==> src/rtl/cpu_pkg.sv <==
// Shared definitions for the CPU control path: sequencer step codes,
// opcode constants and the retired-instruction counter width.
package cpu_pkg;

    localparam int unsigned STATE_W = 4;
    localparam int unsigned OP_W    = 4;
    localparam int unsigned ICNT_W  = 16;

    // Step codes consumed by the control-output decoder.
    typedef enum logic [STATE_W-1:0] {
        S_FETCH  = 4'h0,
        S_DECODE = 4'h1,
        S_LOAD   = 4'h2,
        S_MOVE   = 4'h3,
        S_LDPC   = 4'h4,
        S_BRANCH = 4'h5,
        S_SUB0   = 4'h6,
        S_SUB1   = 4'h7,
        S_SUB2   = 4'h8,
        S_ADD0   = 4'h9,
        S_ADD1   = 4'hA,
        S_ADD2   = 4'hB,
        S_XOR0   = 4'hC,
        S_XOR1   = 4'hD,
        S_XOR2   = 4'hE,
        S_IDLE   = 4'hF
    } state_t;

    localparam logic [OP_W-1:0] OP_LOAD   = 4'h1;
    localparam logic [OP_W-1:0] OP_MOVE   = 4'h2;
    localparam logic [OP_W-1:0] OP_LDPC   = 4'h3;
    localparam logic [OP_W-1:0] OP_BRANCH = 4'h4;
    localparam logic [OP_W-1:0] OP_ADD    = 4'h5;
    localparam logic [OP_W-1:0] OP_SUB    = 4'h6;
    localparam logic [OP_W-1:0] OP_XOR    = 4'h7;
    localparam logic [OP_W-1:0] OP_HALT   = 4'hF;

    // True for the final step of every instruction.
    function automatic logic is_last_step(input state_t s);
        case (s)
            S_LOAD, S_MOVE, S_LDPC, S_BRANCH, S_ADD2, S_SUB2, S_XOR2: return 1'b1;
            default:                                                  return 1'b0;
        endcase
    endfunction

endpackage

==> src/rtl/opcode_classify.sv <==
// Combinational opcode classifier for the DECODE step.
// Ports:
//   i_op      : opcode field instr[15:12]
//   o_defined : opcode maps to a real instruction group
//   o_halt    : opcode is the halt instruction (only with CTRL_HALT_OPCODE_EN)
//   o_target  : first step of the selected instruction group
// Build option: CTRL_HALT_OPCODE_EN makes opcode F a halt; otherwise F is undefined.
module opcode_classify
    import cpu_pkg::*;
(
    input  logic [OP_W-1:0] i_op,
    output logic            o_defined,
    output logic            o_halt,
    output state_t          o_target
);

    // Group select; undefined opcodes fall back to FETCH as a harmless target.
    always_comb begin
        o_defined = 1'b1;
        o_target  = S_FETCH;
        case (i_op)
            OP_LOAD:   o_target = S_LOAD;
            OP_MOVE:   o_target = S_MOVE;
            OP_LDPC:   o_target = S_LDPC;
            OP_BRANCH: o_target = S_BRANCH;
            OP_ADD:    o_target = S_ADD0;
            OP_SUB:    o_target = S_SUB0;
            OP_XOR:    o_target = S_XOR0;
            default:   o_defined = 1'b0;
        endcase
    end

`ifdef CTRL_HALT_OPCODE_EN
    assign o_halt = (i_op == OP_HALT);
`else
    assign o_halt = 1'b0;
`endif

endmodule

==> src/rtl/control_sequencer.sv <==
// Multi-cycle instruction sequencer: steps FETCH/DECODE and the per-opcode
// execute steps, counts retired instructions and flags illegal opcodes.
// Ports:
//   clk, reset   : clock, synchronous active-high reset
//   run          : permits leaving IDLE / starting the next fetch
//   instr_op     : opcode field, only looked at in DECODE
//   state        : registered step code
//   busy         : state != IDLE
//   instr_done   : one-cycle pulse per retired instruction
//   illegal      : one-cycle pulse after an undefined opcode
//   pc_bump      : combinational, high in DECODE with an undefined opcode
//   halted       : sticky halt flag (constant 0 unless CTRL_HALT_OPCODE_EN)
//   instr_count  : retired-instruction counter, wraps
// Build option: CTRL_HALT_OPCODE_EN enables opcode F as a halt instruction.
module control_sequencer
    import cpu_pkg::*;
(
    input  logic               clk,
    input  logic               reset,
    input  logic               run,
    input  logic [OP_W-1:0]    instr_op,
    output logic [STATE_W-1:0] state,
    output logic               busy,
    output logic               instr_done,
    output logic               illegal,
    output logic               pc_bump,
    output logic               halted,
    output logic [ICNT_W-1:0]  instr_count
);

    state_t              r_state;
    logic                r_instr_done;
    logic                r_illegal;
    logic                r_halted;
    logic [ICNT_W-1:0]   r_count;

    logic                w_defined;
    logic                w_halt;
    state_t              w_target;

    opcode_classify u_classify (
        .i_op      (instr_op),
        .o_defined (w_defined),
        .o_halt    (w_halt),
        .o_target  (w_target)
    );

    // Sequencer, retire counter and status pulses.
    always_ff @(posedge clk) begin
        if (reset) begin
            r_state      <= S_IDLE;
            r_instr_done <= 1'b0;
            r_illegal    <= 1'b0;
            r_halted     <= 1'b0;
            r_count      <= '0;
        end else begin
            r_instr_done <= 1'b0;
            r_illegal    <= 1'b0;
            if (is_last_step(r_state)) begin
                r_instr_done <= 1'b1;
                r_count      <= r_count + ICNT_W'(1);
                r_state      <= run ? S_FETCH : S_IDLE;
            end else begin
                case (r_state)
                    S_IDLE:   if (run && !r_halted) r_state <= S_FETCH;
                    S_FETCH:  r_state <= S_DECODE;
                    S_DECODE: begin
                        if (w_halt) begin
                            // Halt retires like an instruction, then parks in IDLE.
                            r_state      <= S_IDLE;
                            r_halted     <= 1'b1;
                            r_instr_done <= 1'b1;
                            r_count      <= r_count + ICNT_W'(1);
                        end else if (w_defined) begin
                            r_state <= w_target;
                        end else begin
                            r_illegal <= 1'b1;
                            r_state   <= run ? S_FETCH : S_IDLE;
                        end
                    end
                    S_SUB0:   r_state <= S_SUB1;
                    S_SUB1:   r_state <= S_SUB2;
                    S_ADD0:   r_state <= S_ADD1;
                    S_ADD1:   r_state <= S_ADD2;
                    S_XOR0:   r_state <= S_XOR1;
                    S_XOR1:   r_state <= S_XOR2;
                    default:  r_state <= S_IDLE;
                endcase
            end
        end
    end

    assign state       = r_state;
    assign busy        = (r_state != S_IDLE);
    assign instr_done  = r_instr_done;
    assign illegal     = r_illegal;
    assign halted      = r_halted;
    assign instr_count = r_count;
    // Lets the PC skip an undefined instruction word within the DECODE cycle.
    assign pc_bump     = (r_state == S_DECODE) && !w_defined && !w_halt;

endmodule

==> config.mk <==
export PLATFORM = sky130hd
export DESIGN_NAME = control_sequencer
export DESIGN_NICKNAME = d
export VERILOG_FILES = /design/src/rtl/cpu_pkg.sv /design/src/rtl/opcode_classify.sv /design/src/rtl/control_sequencer.sv
export SDC_FILE = /design/constraint.sdc
export NUM_CORES = 1
export LEC_CHECK = 0
export BUFFER_PORTS_ARGS = -buffer_cell sky130_fd_sc_hd__buf_4
export CORE_UTILIZATION = 41
export DETAILED_ROUTE_END_ITERATION = 8
export PLACE_DENSITY_LB_ADDON = 0.2
export REMOVE_ABC_BUFFERS = 1
export SLEW_MARGIN = 25
export SYNTH_ARGS = -nofsm -noshare
export SYNTH_HDL_FRONTEND = slang
export SYNTH_SLANG_ARGS = --single-unit
==> constraint.sdc <==
create_clock -name clk -period 2.15 [get_ports clk]
set_input_delay 0.215 -clock clk [delete_from_list [all_inputs] [get_ports clk]]
set_output_delay 0.215 -clock clk [all_outputs]
set_load 0.02 [all_outputs]
# Yosys cells after proc, flatten, opt, wreduce, memory -nomap -nowiden

Index checks and enable logic that the tools add are counted.

Register bits: 22
Input port bits: 7
Logic and storage cells: 47
Output and inout port bits: 25

Equality and inequality tests: 24
Reduce and logical (&&, ||, !) cells: 6
$add $sub $neg: 1
Bitwise logic cells: 1
Muxes and demuxes: 11

Operators by type and width:

| cell                                                                   | number |
|---|---|
| 4-bit case mux with 9 select lines                                     | 1 |
| 4-bit by 3-bit equality test with 1-bit output (second input constant) | 8 |
| 4-bit equality test (second input constant)                            | 8 |
| 4-bit case mux with 7 select lines                                     | 1 |
| 16-bit by 1-bit adder with 16-bit output (second input constant)       | 1 |
| 4-bit by 2-bit equality test with 1-bit output (second input constant) | 4 |
| 4-bit two-way mux                                                      | 4 |
| 7-bit OR reduction                                                     | 2 |
| 4-bit by 1-bit equality test with 1-bit output (second input constant) | 2 |
| 1-bit two-way mux                                                      | 5 |
| 4-bit logical NOT                                                      | 1 |
| 4-bit != test (second input constant)                                  | 1 |
| 3-bit != test (second input constant)                                  | 1 |
| 3-bit OR reduction                                                     | 1 |
| 1-bit logical AND                                                      | 1 |
| 1-bit logical NOT                                                      | 1 |
| 1-bit NOT                                                              | 1 |

# Depth between registers and ports, before layout

Gate-level depths: netlist of run 1.

Word-level depth: 6
Mapped depth: 7
Depth with buffers taken out: 5

# Modules after synthesis

From an unflattened synthesis of run 1, not the netlist that was laid out.

Cell total of the unflattened synthesis: 165
Area total of the unflattened synthesis: 1365.1 um^2

By module, submodules not included:

| module            | times used | area each (um^2) | seq. area each (um^2) | cells an instance |
|---|---|---|---|---|
| control_sequencer | 1          | 1280.0           | 460.4                 | 151 |
| opcode_classify   | 1          | 85.1             | 0.0                   | 14 |

# Worst setup path after synthesis of run 1

Ideal clock, no wire load.

Path kind: register -> register
Start point: register r_state[1] (netlist: state[1])
End point: register r_count[6] (netlist: instr_count[6])
Period minus slack after synthesis: 1.884 ns
Arrival time: 1.813 ns
Cell stages (with the launch flop): 8
Setup slack: 0.266 ns
Required time: 2.079 ns
Buffers on the path: 2
Library setup time: 0.071 ns
Cells stage by stage: dfxtp_1 buf_2 nand2_1 a21o_1 and2_1 buf_6 or4_1 a21oi_1

Cells in the longest elaborated chain, start to end: 4
Elaborated cells between the ends (all ways): 10
Those cells by class: 7 x eq/ne; 2 x mux; 1 x reduce/logical

Ends and longest elaborated chain:

| what                                                                   | line                    | text |
|---|---|---|
| start: declaration                                                     | control_sequencer.sv:31 | `state_t r_state;` |
| start signal: assignment                                               | control_sequencer.sv:62 | `r_state <= run ? S_FETCH : S_IDLE;` |
| start signal: assignment                                               | control_sequencer.sv:75 | `r_state <= w_target;` |
| start signal: assignment                                               | control_sequencer.sv:78 | `r_state <= run ? S_FETCH : S_IDLE;` |
| 4-bit by 2-bit equality test with 1-bit output (tied with other cells) | cpu_pkg.sv:40           | `case (s)` |
| 7-bit OR reduction (*)                                                 | cpu_pkg.sv:40           |  |
| 1-bit two-way mux (*)                                                  | cpu_pkg.sv:40           |  |
| 1-bit two-way mux (*)                                                  | control_sequencer.sv:50 | `if (reset) begin` |
| end signal: assignment                                                 | control_sequencer.sv:61 | `r_count <= r_count + ICNT_W'(1);` |
| end signal: assignment                                                 | control_sequencer.sv:73 | `r_count <= r_count + ICNT_W'(1);` |
| end: declaration                                                       | control_sequencer.sv:35 | `logic [ICNT_W-1:0] r_count;` |

Every way passes the cells marked *; elsewhere a longest branch is shown, timed or not. The select of a mux whose other input is x is not followed.
A chain may end at the register's enable or synchronous reset.

# Final worst setup path of run 1

Same ends and word-level chain as after synthesis.

==> run_results.csv, run 1 <==
group,metric,value,unit
logic_synthesis,avgSynthCellArea,8.009,µm²
logic_synthesis,seq_area_frac_synth,36.18,%
timing,rsz0062_at_grt,"no",
route,route.detailed.drc,0,
logic_synthesis,ys_ff_latch,22,
logic_synthesis,ys_warn_count,0,
global_routing,grt_usage,18.30,%
placed_design,dp_cells,204,
clock_tree,cts.sinks,22,
cells_and_area,diodes,0,
route,num_vias,1183,
critical_path,critPathRequiredTime,2.41,ns
route,wl_per_cell,13.79,µm
logic_synthesis,synth-edff-count,0,
power,vdd_drop_max,0.7621,mV
route,antenna_left,0,
clock_tree,cts_hold_buf,0,
clock_tree,root_buffer,"clkbuf_4",
critical_path,critPathCaptureType,"flip-flop",
clock_tree,postCtsResizedCells,0,
placed_design,place_congestion,0.8283,
critical_path,slowest_delay,0.51,ns
critical_path,cp-start-kind,"flip-flop",
clock_tree,htree_levels,1,
power,power_density,1026,nW/µm²
route,top_layer,"met4",
global_routing,grt_pass1_wl,4.581,mm
clock_tree,cts_setup_buffers,0,
cells_and_area,stdcell_count,208,
logic_synthesis,synthArstFlopShare,0,%
route,wirelength,2.868,mm
power,p_leak,0.0005848,µW
placed_design,io_buffers,30,
logic_synthesis,synthDistinctLibCells,39,
placed_design,dpl-instance-area,1434,µm²
global_routing,antenna_found_initial,0,
floorplanning,initial_utilization,43.77,%
route,first_iter_violations,28,
clock_tree,numCtsBuffers,3,
timing,hold_violations,0,
floorplanning,fp.dieH,56.49,µm
logic_synthesis,netlist_area,1217,µm²
route,vias_per_cell,5.688,
job,drv_cap,0,
logic_synthesis,synth.area.top_cells,"dfxtp_1, xnor2_1, nor2_1",
critical_path,crit_slowest_cell,"or4_1",
route,wl_met2,1.445,mm
cells_and_area,final_area,1486,µm²
floorplanning,io_pins,32,
clock_tree,cts_tree,"done",
floorplanning,die_area,3191,µm²
worst_hold_path,hp-class,"in -> reg",
route,drtPass1Iterations,4,
logic_synthesis,synth_top_cell_area_share,36.18,%
timing,setup_viol,0,
timing,clock_skew,0.01055,ns
power,report.power.total,1525,µW
logic_synthesis,synth_ff_type,"dfxtp_1",
clock_tree,clk_latency,0.32,ns
critical_path,arrival,2.13,ns
logic_synthesis,synth_top_cell_by_area,"dfxtp_1",
route,wl_met3,97,µm
placed_design,hpwl,2.065,mm
timing,period_share,86.96,%
global_routing,grt_pass1_vias,1042,
cells_and_area,fin_nets,186,
status,status,"finished, final reports clean",
floorplanning,core-area,2781,µm²
route,wl_met1,1.291,mm
cells_and_area,area_delta_synth_final,22.10,%
logic_synthesis,netlist_instances,152,
global_routing,grt_overflow_total,0,
critical_path,crit_fanout,13,
timing,max_freq,0.5348,GHz
critical_path,crit_type,"reg -> reg",
critical_path,path_cells,"or2_0, a21o_1, and2_1, or4_1, a21oi_1",
timing,fin_tns_setup,0,ns
timing,whs,0.2022,ns
critical_path,r2r_slack,0.28,ns
global_routing,grt_max_degree,21,
clock_tree,clockBufferDepth,2,
floorplanning,fp-row-count,19,
clock_tree,path_clk_slew,0.14,ns
timing,period_minus_slack,1.870,ns
timing,maxSlewViolCount,0,
cells_and_area,drive_above_1_share,21.47,%
floorplanning,die_width,56.49,µm
==> critical path, delay by kind of cell (launching register included) <==
kind,cells,cell delay (ns)
flip-flops,1,0.45
AO/OA/AOI/OAI,2,0.35
AND/OR/NAND/NOR,3,1.01
==> layer usage <==
| metal | up-vias | global-route usage, % |
|---|---|---|
| met5 | - | 0 |
| met4 | 0 | 8.014 |
| met3 | 4 | 2.995 |
| met2 | 27 | 31.76 |
| met1 | 561 | 22.02 |
| li1 | 591 | - |
==> cell type report <==
cell class / count / area (µm²)
fill: 266 / 1295
clock inverter: 1 / 30.03
sequential: 22 / 440.4
timing repair buffer: 32 / 240.2
tap: 31 / 38.79
clock buffer: 3 / 22.52
inverter: 5 / 18.77
multi-input combinational: 114 / 695.7
==> cell usage after synthesis, drive strengths merged (2+ instances only) <==
| cell type | n |
|---|---|
| a21o | 2 |
| buf | 4 |
| xnor2 | 10 |
| clkbuf | 7 |
| nor3 | 2 |
| o22ai | 4 |
| and4 | 3 |
| a211oi | 8 |
| a31oi | 3 |
| o211ai | 2 |
| o21ai | 4 |
| nand2 | 11 |
| nand4 | 4 |
| dfxtp | 22 |
| o31ai | 2 |
| inv | 5 |
| or4 | 2 |
| nand3 | 6 |
| nor2 | 22 |
| a21oi | 9 |
| a21boi | 2 |
| mux2i | 4 |
==> layout by cell type (no fill, tap or decap), types with 5 or more instances in the layout <==
cell	count
inv_1	5
nor2_1	22
xnor2_1	10
buf_4	32
dfxtp_1	22
a21oi_1	9
nand2_1	11
nand3_1	6
a211oi_1	8
==> power breakdown <==
| group | leakage (µW) | switching [µW] | internal, µW | total (µW) |
|---|---|---|---|---|
| sequential | 0.000179 | 102 | 466 | 568 |
| clock | 0.0000279 | 139 | 189 | 327 |
| combinational | 0.000378 | 375 | 254 | 630 |
| total | 0.000585 | 616 | 909 | 1520 |
==> cells by family after synthesis <==
kind of cell / synth area share [%]
simple gates: 22.72
compound gates: 21.89
xor+xnor: 7.913
buf+inv: 6.680
other cells: 0.3080
flops: 36.18
mux: 3.289
fa+ha+maj: 1.028
==> per-stage QoR <==
| stage | util [%] | setup slack, ns |
|---|---|---|
| after floorplan | - | 0.1835 |
| after global placement | 51.55 | 0.3868 |
| after detailed placement | 51.55 | 0.3260 |
| after CTS | 53.44 | 0.2891 |
| after global routing | 53.44 | 0.1685 |
| final | 53.44 | 0.2803 |
==> state kept, by name, indices dropped and copies added, names as in the netlist <==
signal,count
instr_done,1
illegal,1
instr_count,16
state,4
==> final timing paths <==
check,end,start,cells past startpoint
worst max register to register,instr_count[6],state[1],5
worst min register to register,instr_count[15],instr_count[15],2
worst max-delay path,instr_count[6],state[1],5
worst min-delay path,instr_count[13],reset,2
(Power assumes the default switching activity.)
==> run 2, diff against run 1 <==
- PLACE_DENSITY_LB_ADDON: 0.2 -> unset
==> run 2 against run 1 <==
- sequential cell count stayed put
- register-to-register slack got worse by 0.03 ns
- core utilization fell by 0.31 points
- wire length shrank 4.8%
- clock power is 28% lower
- largest cell class unchanged
- first-iteration DRC count is 18% lower
- largest power group unchanged
- non-clock buffer count grew 1
- fmax is 1.4% lower
- final area shrank 0.59%
- total power shrank 6.0%
- sequential share of layout area grew 0.18 points
- cell count up 0.48%
==> run_results.csv, run 2 (synthesis results as in run 1) <==
group,metric,value,unit
cells_and_area,diodes,0,
timing,period_share,88.18,%
critical_path,arrival,2.15,ns
floorplanning,core-area,2781,µm²
critical_path,path_cells,"nand2b_1, a31oi_1, and2_1, or4_1, a21oi_1",
timing,clock_skew,0.006641,ns
worst_hold_path,holdPathStages,2,
critical_path,r2r_start,"state[0]",
cells_and_area,largest_reg_flops,16,
critical_path,crit_type,"reg -> reg",
critical_path,crit_family,"simple AND/OR/NAND/NOR gates",
critical_path,crit_slowest_cell,"or4_1",
clock_tree,cts_hold_buf,0,
timing,worst_pin_slew,0.5532,ns
timing,slew_headroom,62.95,%
cells_and_area,drive_above_1_share,21.91,%
placed_design,hpwl,2.019,mm
cells_and_area,final_core_util,53.13,%
cells_and_area,layout_commonest_cell,"buf_4",
clock_tree,root_buffer,"clkbuf_4",
cells_and_area,area_delta_synth_final,21.38,%
placed_design,dp_cells,205,
floorplanning,fp.dieH,56.49,µm
power,vdd_drop_max,0.6788,mV
clock_tree,postCtsResizedCells,0,
status,status,"finished, final reports clean",
power,report.power.total,1434,µW
critical_path,startpoint,"state[0]",
power,p_leak,0.0005823,µW
timing,fin_ws,0.2541,ns
placed_design,io_buffers,30,
critical_path,critPathRequiredTime,2.41,ns
clock_tree,numCtsBuffers,3,
route,wl_met3,114,µm
cells_and_area,fillers,281,
power,p_sw_share,41.88,%
timing,rsz0062_at_grt,"no",
power,power_density,970.4,nW/µm²
cells_and_area,final_cell_mix,"buf_4, nor2_1, dfxtp_1",
floorplanning,die_area,3191,µm²
cells_and_area,stdcell_count,209,
timing,period_minus_slack,1.896,ns
clock_tree,cts_tree,"done",
critical_path,cp.buffers_inverters,0,
clock_tree,path_clk_slew,0.13,ns
global_routing,antenna_found_initial,0,
timing,setup_viol,0,
worst_hold_path,hold_path.startpoint,"reset",
job,drv_cap,0,
global_routing,grt_usage,18.04,%
route,wl_met2,1.279,mm
route,first_iter_violations,23,
route,wl_per_cell,13.06,µm
route,wl_met1,1.319,mm
cells_and_area,fin_nets,187,
critical_path,slowest_delay,0.53,ns
critical_path,r2r_end,"instr_count[6]",
global_routing,grt_pass1_wl,4.623,mm
power,switching_power,600.6,µW
worst_hold_path,min_to,"instr_count[8]",
route,top_layer,"met4",
timing,hold_violations,0,
worst_hold_path,hp-class,"in -> reg",
floorplanning,io_pins,32,
floorplanning,die_width,56.49,µm
route,num_vias,1155,
power,p_seq_share,38.7,%
timing,maxSlewViolCount,0,
timing,max_freq,0.5275,GHz
timing,fin_tns_setup,0,ns
power,p_comb_share,45.0,%
route,vias_per_cell,5.526,
global_routing,grt_overflow_total,0,
critical_path,critPathCaptureType,"flip-flop",
global_routing,grt_pass1_vias,1020,
clock_tree,clk_latency,0.31,ns
route,route.detailed.drc,0,
clock_tree,htree_levels,1,
placed_design,dp_slack,0.2855,ns
global_routing,grt_max_degree,21,
critical_path,cp-start-kind,"flip-flop",
clock_tree,cts.sinks,22,
clock_tree,cts_setup_buffers,0,
critical_path,ff2ff_path_depth,5,
route,drtPass1Iterations,4,
placed_design,place_congestion,0.8047,
route,antenna_left,0,
floorplanning,fp-row-count,19,
floorplanning,initial_utilization,43.77,%
critical_path,r2r_slack,0.25,ns
clock_tree,clockBufferDepth,2,
power,clockPowerShare,16.3,%
critical_path,crit_fanout,7,
route,wirelength,2.730,mm
power,p_int,833.3,µW
run 2: cell count changes in the layout (fill, tap and decap cells not counted), sizes merged:
cell    change
buf         +1
bufinv      -1
clkbuf      +1
run 2: power groups by stage:
stage,logic (µW),registers [µW],clock network [µW]
final,645,555,234
after global routing,698,566,258
after CTS,647,552,241
after detailed placement,644,561,0
after global placement,644,557,0
after floorplan,323,626,0
run 2: worst max-delay path by stage:
stage	to	cells past startpoint
floorplan	instr_count[6]	5
CTS	instr_count[6]	5
detailed placement	instr_count[6]	5
global route	instr_count[6]	5
finish	instr_count[6]	5
global placement	instr_count[6]	5
run 2: per-stage QoR:
step / hold WS (ns) / instance area [µm²]
3_3_place_gp: 0.4661 / 1441
6_report: 0.2133 / 1478
4_1_cts: 0.2135 / 1478
3_5_place_dp: 0.4915 / 1441
5_1_grt: 0.2031 / 1478
2_1_floorplan: 0.2841 / 1155
run 2: worst reg2reg max path, delay by kind of cell, from the launching register on:
family             cells  cell delay, ns
and+or+nand+nor        3            1.02
AOI/OAI and AO/OA      2            0.38
DFF                    1            0.45
run 2: layout make-up:
class	instances	area, µm²	area share (%)
inverter	5	18.77	1.270
tap	31	38.79	2.625
timing repair buffer	33	247.7	16.77
multi-input combinational	114	695.7	47.08
clock buffer	4	36.28	2.456
sequential	22	440.4	29.81
run 2: routing by layer:
metal	GRT usage, %	up-vias
met5	0	-
met1	24.82	538
met3	5.300	2
met2	28.07	22
li1	-	593
met4	3.484	0
==> run 3, diff against run 2 <==
- SYNTH_HIERARCHICAL: unset -> 1
==> run 3 against run 2 <==
- sequential power up 8.6%
- via count up 7.7%
- die area up 12%
==> run_results.csv, run 3 <==
group,metric,value,unit
timing,rsz0062_at_grt,"no",
timing,hold_violations,0,
power,switching_power,689.4,µW
global_routing,grt_max_degree,27,
logic_synthesis,synth_ff_type,"dfxtp_1",
timing,setup_viol,0,
logic_synthesis,avgSynthCellArea,8.273,µm²
cells_and_area,fillers,308,
critical_path,critPathRequiredTime,1.93,ns
logic_synthesis,synthArstFlopShare,0,%
clock_tree,htree_levels,1,
route,first_iter_violations,86,
job,drv_cap,0,
timing,clock_skew,0.01630,ns
cells_and_area,final_area,1667,µm²
logic_synthesis,synth.area.top_cells,"dfxtp_1, a21oi_1, nor2_1",
floorplanning,fp-row-count,20,
placed_design,io_buffers,31,
global_routing,grt_util_met2,27.78,%
power,p_leak,0.0006670,µW
placed_design,place_congestion,0.8237,
power,p_comb_share,49.6,%
timing,worst_pin_slew,0.6848,ns
route,vias_per_cell,5.162,
cells_and_area,layout_commonest_cell,"buf_4",
cells_and_area,final_cell_mix,"buf_4, dfxtp_1, nor2_1",
critical_path,cp-start-kind,"flip-flop",
critical_path,ff2ff_path_depth,5,
placed_design,dpl-instance-area,1640,µm²
timing,fin_ws,0.1556,ns
global_routing,grt_pass1_wl,4.885,mm
timing,period_share,92.76,%
global_routing,grt_overflow_total,0,
route,antenna_left,0,
power,p_int,895.1,µW
clock_tree,postCtsResizedCells,0,
logic_synthesis,synth_top_cell_area_share,33.73,%
clock_tree,cts_hold_buf,0,
floorplanning,initial_utilization,43.99,%
route,wirelength,2.892,mm
global_routing,grt_util_met3,4.762,%
logic_synthesis,synth-edff-count,0,
power,vdd_drop_max,0.6294,mV
power,p_sw_share,43.51,%
worst_hold_path,hp-class,"in -> reg",
logic_synthesis,ys_ff_latch,23,
global_routing,grt_most_used_layer,"met2",
clock_tree,clockBufferDepth,2,
cells_and_area,final_core_util,53.71,%
logic_synthesis,yosysMostFrequentCell,"dfxtp_1",
clock_tree,root_buffer,"clkbuf_4",
logic_synthesis,yosys-top-cells-count,"dfxtp_1, nor2_1, a21oi_1",
placed_design,dp_slack,0.2438,ns
placed_design,hpwl,2.178,mm
clock_tree,cts_setup_buffers,0,
power,clockPowerShare,12.4,%
cells_and_area,regArea,460.4,µm²
floorplanning,io_pins,32,
route,num_vias,1244,
global_routing,grt_usage,17.92,%
floorplanning,die_area,3564,µm²
floorplanning,core-area,3103,µm²
power,p_seq_share,38.0,%
critical_path,r2r_end,"instr_count[11]",
status,status,"finished, final reports clean",
route,drtPass1Iterations,4,
floorplanning,die_width,59.70,µm
route,wl_per_cell,12.00,µm
logic_synthesis,synth_top_cell_by_area,"dfxtp_1",
critical_path,arrival,1.78,ns
clock_tree,cts.sinks,23,
critical_path,path_cells,"or4_1, nor3_1, buf_4",
global_routing,grt_pass1_vias,1053,
power,power_density,950.8,nW/µm²
critical_path,crit_slowest_cell,"or4_1",
worst_hold_path,min_to,"instr_count[8]",
cells_and_area,diodes,0,
critical_path,slowest_delay,0.65,ns
timing,maxSlewViolCount,0,
clock_tree,path_clk_slew,0.13,ns
timing,slew_headroom,54.04,%
logic_synthesis,seq_area_frac_synth,33.73,%
clock_tree,numCtsBuffers,3,
worst_hold_path,hold_path.startpoint,"reset",
critical_path,crit_type,"reg -> out",
global_routing,antenna_found_initial,0,
logic_synthesis,netlist_instances,165,
timing,period_minus_slack,1.994,ns
worst_hold_path,holdPathStages,2,
critical_path,r2r_start,"state[1]",
logic_synthesis,ys_warn_count,6,
clock_tree,cts_tree,"done",
critical_path,critPathCaptureType,"output pin",
global_routing,grtUsageMet1,24.87,%
timing,fin_tns_setup,0,ns
logic_synthesis,netlist_area,1365,µm²
cells_and_area,largest_reg_flops,16,
route,route.detailed.drc,0,
cells_and_area,fin_nets,206,
logic_synthesis,synthDistinctLibCells,45,
timing,max_freq,0.5014,GHz
critical_path,r2r_slack,0.21,ns
critical_path,crit_fanout,15,
cells_and_area,area_delta_synth_final,22.09,%
floorplanning,fp.dieH,59.70,µm
cells_and_area,multi_input_area,839.6,µm²
clock_tree,clk_latency,0.31,ns
cells_and_area,drive_above_1_share,25.38,%
[run 3: cell types whose count changed after synthesis, sizes merged, moves of 3 or more]
cell | previous run | this run
mux2 | 0 | 3
nor2b | 0 | 7
nand2b | 1 | 8
a21oi | 9 | 17
clkbuf | 7 | 2
a31oi | 3 | 0
a31o | 0 | 3
o21ai | 4 | 14
o22ai | 4 | 0
[run 3: power groups by stage]
| stage | combinational [µW] | clock [µW] | sequential (µW) |
|---|---|---|---|
| 6_report | 785 | 197 | 603 |
| 2_1_floorplan | 423 | 0 | 688 |
| 3_5_place_dp | 782 | 0 | 611 |
| 3_3_place_gp | 773 | 0 | 604 |
| 5_1_grt | 868 | 228 | 618 |
| 4_1_cts | 786 | 205 | 602 |
[run 3: final cells by class]
cell class                      count  area share, %
Multi-Input combinational cell    130          50.38
Clock buffer                        4          1.577
Tap cell                           44          3.303
Sequential cell                    23          27.63
Inverter                            4         0.9009
Timing Repair Buffer               36          16.22
[run 3: cells by family (layout without fill, tap and decap cells)]
kind of cell,after synthesis,count (layout),synth area share [%]
AOI/OAI and AO/OA,45,45,23.10
xor gates and xnor gates,8,8,5.133
adders and majority gates,1,1,0.9164
buffers and inverters,12,44,4.765
DFF,23,23,33.73
muxes,5,5,4.216
other,1,1,0.2747
and+or+nand+nor,70,70,27.86
[run 3: stage by stage]
step                instances  hold slack [ns]  power, µW
detailed placement        237           0.4891       1393
global placement          237           0.4841       1378
floorplan                 157           0.2841       1111
finish                    241           0.2438       1585
global route              241           0.2341       1714
CTS                       241           0.2462       1593
[run 3: critical path: cells and delay by family, from the launching register on]
family | cells | cell delay [ns]
AND/OR/NAND/NOR | 2 | 0.81
flip-flops | 1 | 0.49
buffers and inverters | 1 | 0.17
[run 3: metal layers]
metal | wire [µm] | part of all wire, %
met5 | 0 | 0
met1 | 1431 | 49
met2 | 1329 | 46
met4 | 18 | 0.62
met3 | 113 | 3.9
[run 3: worst max-delay path by stage]
stage               depth (start not counted)  slack, ns              end  startpoint
global placement                            5       0.33  instr_count[11]    state[1]
global route                                3       0.03          pc_bump    state[2]
detailed placement                          5       0.24  instr_count[11]    state[1]
floorplan                                   3       0.15          pc_bump    state[0]
finish                                      3       0.16          pc_bump    state[2]
CTS                                         3       0.14          pc_bump    state[2]
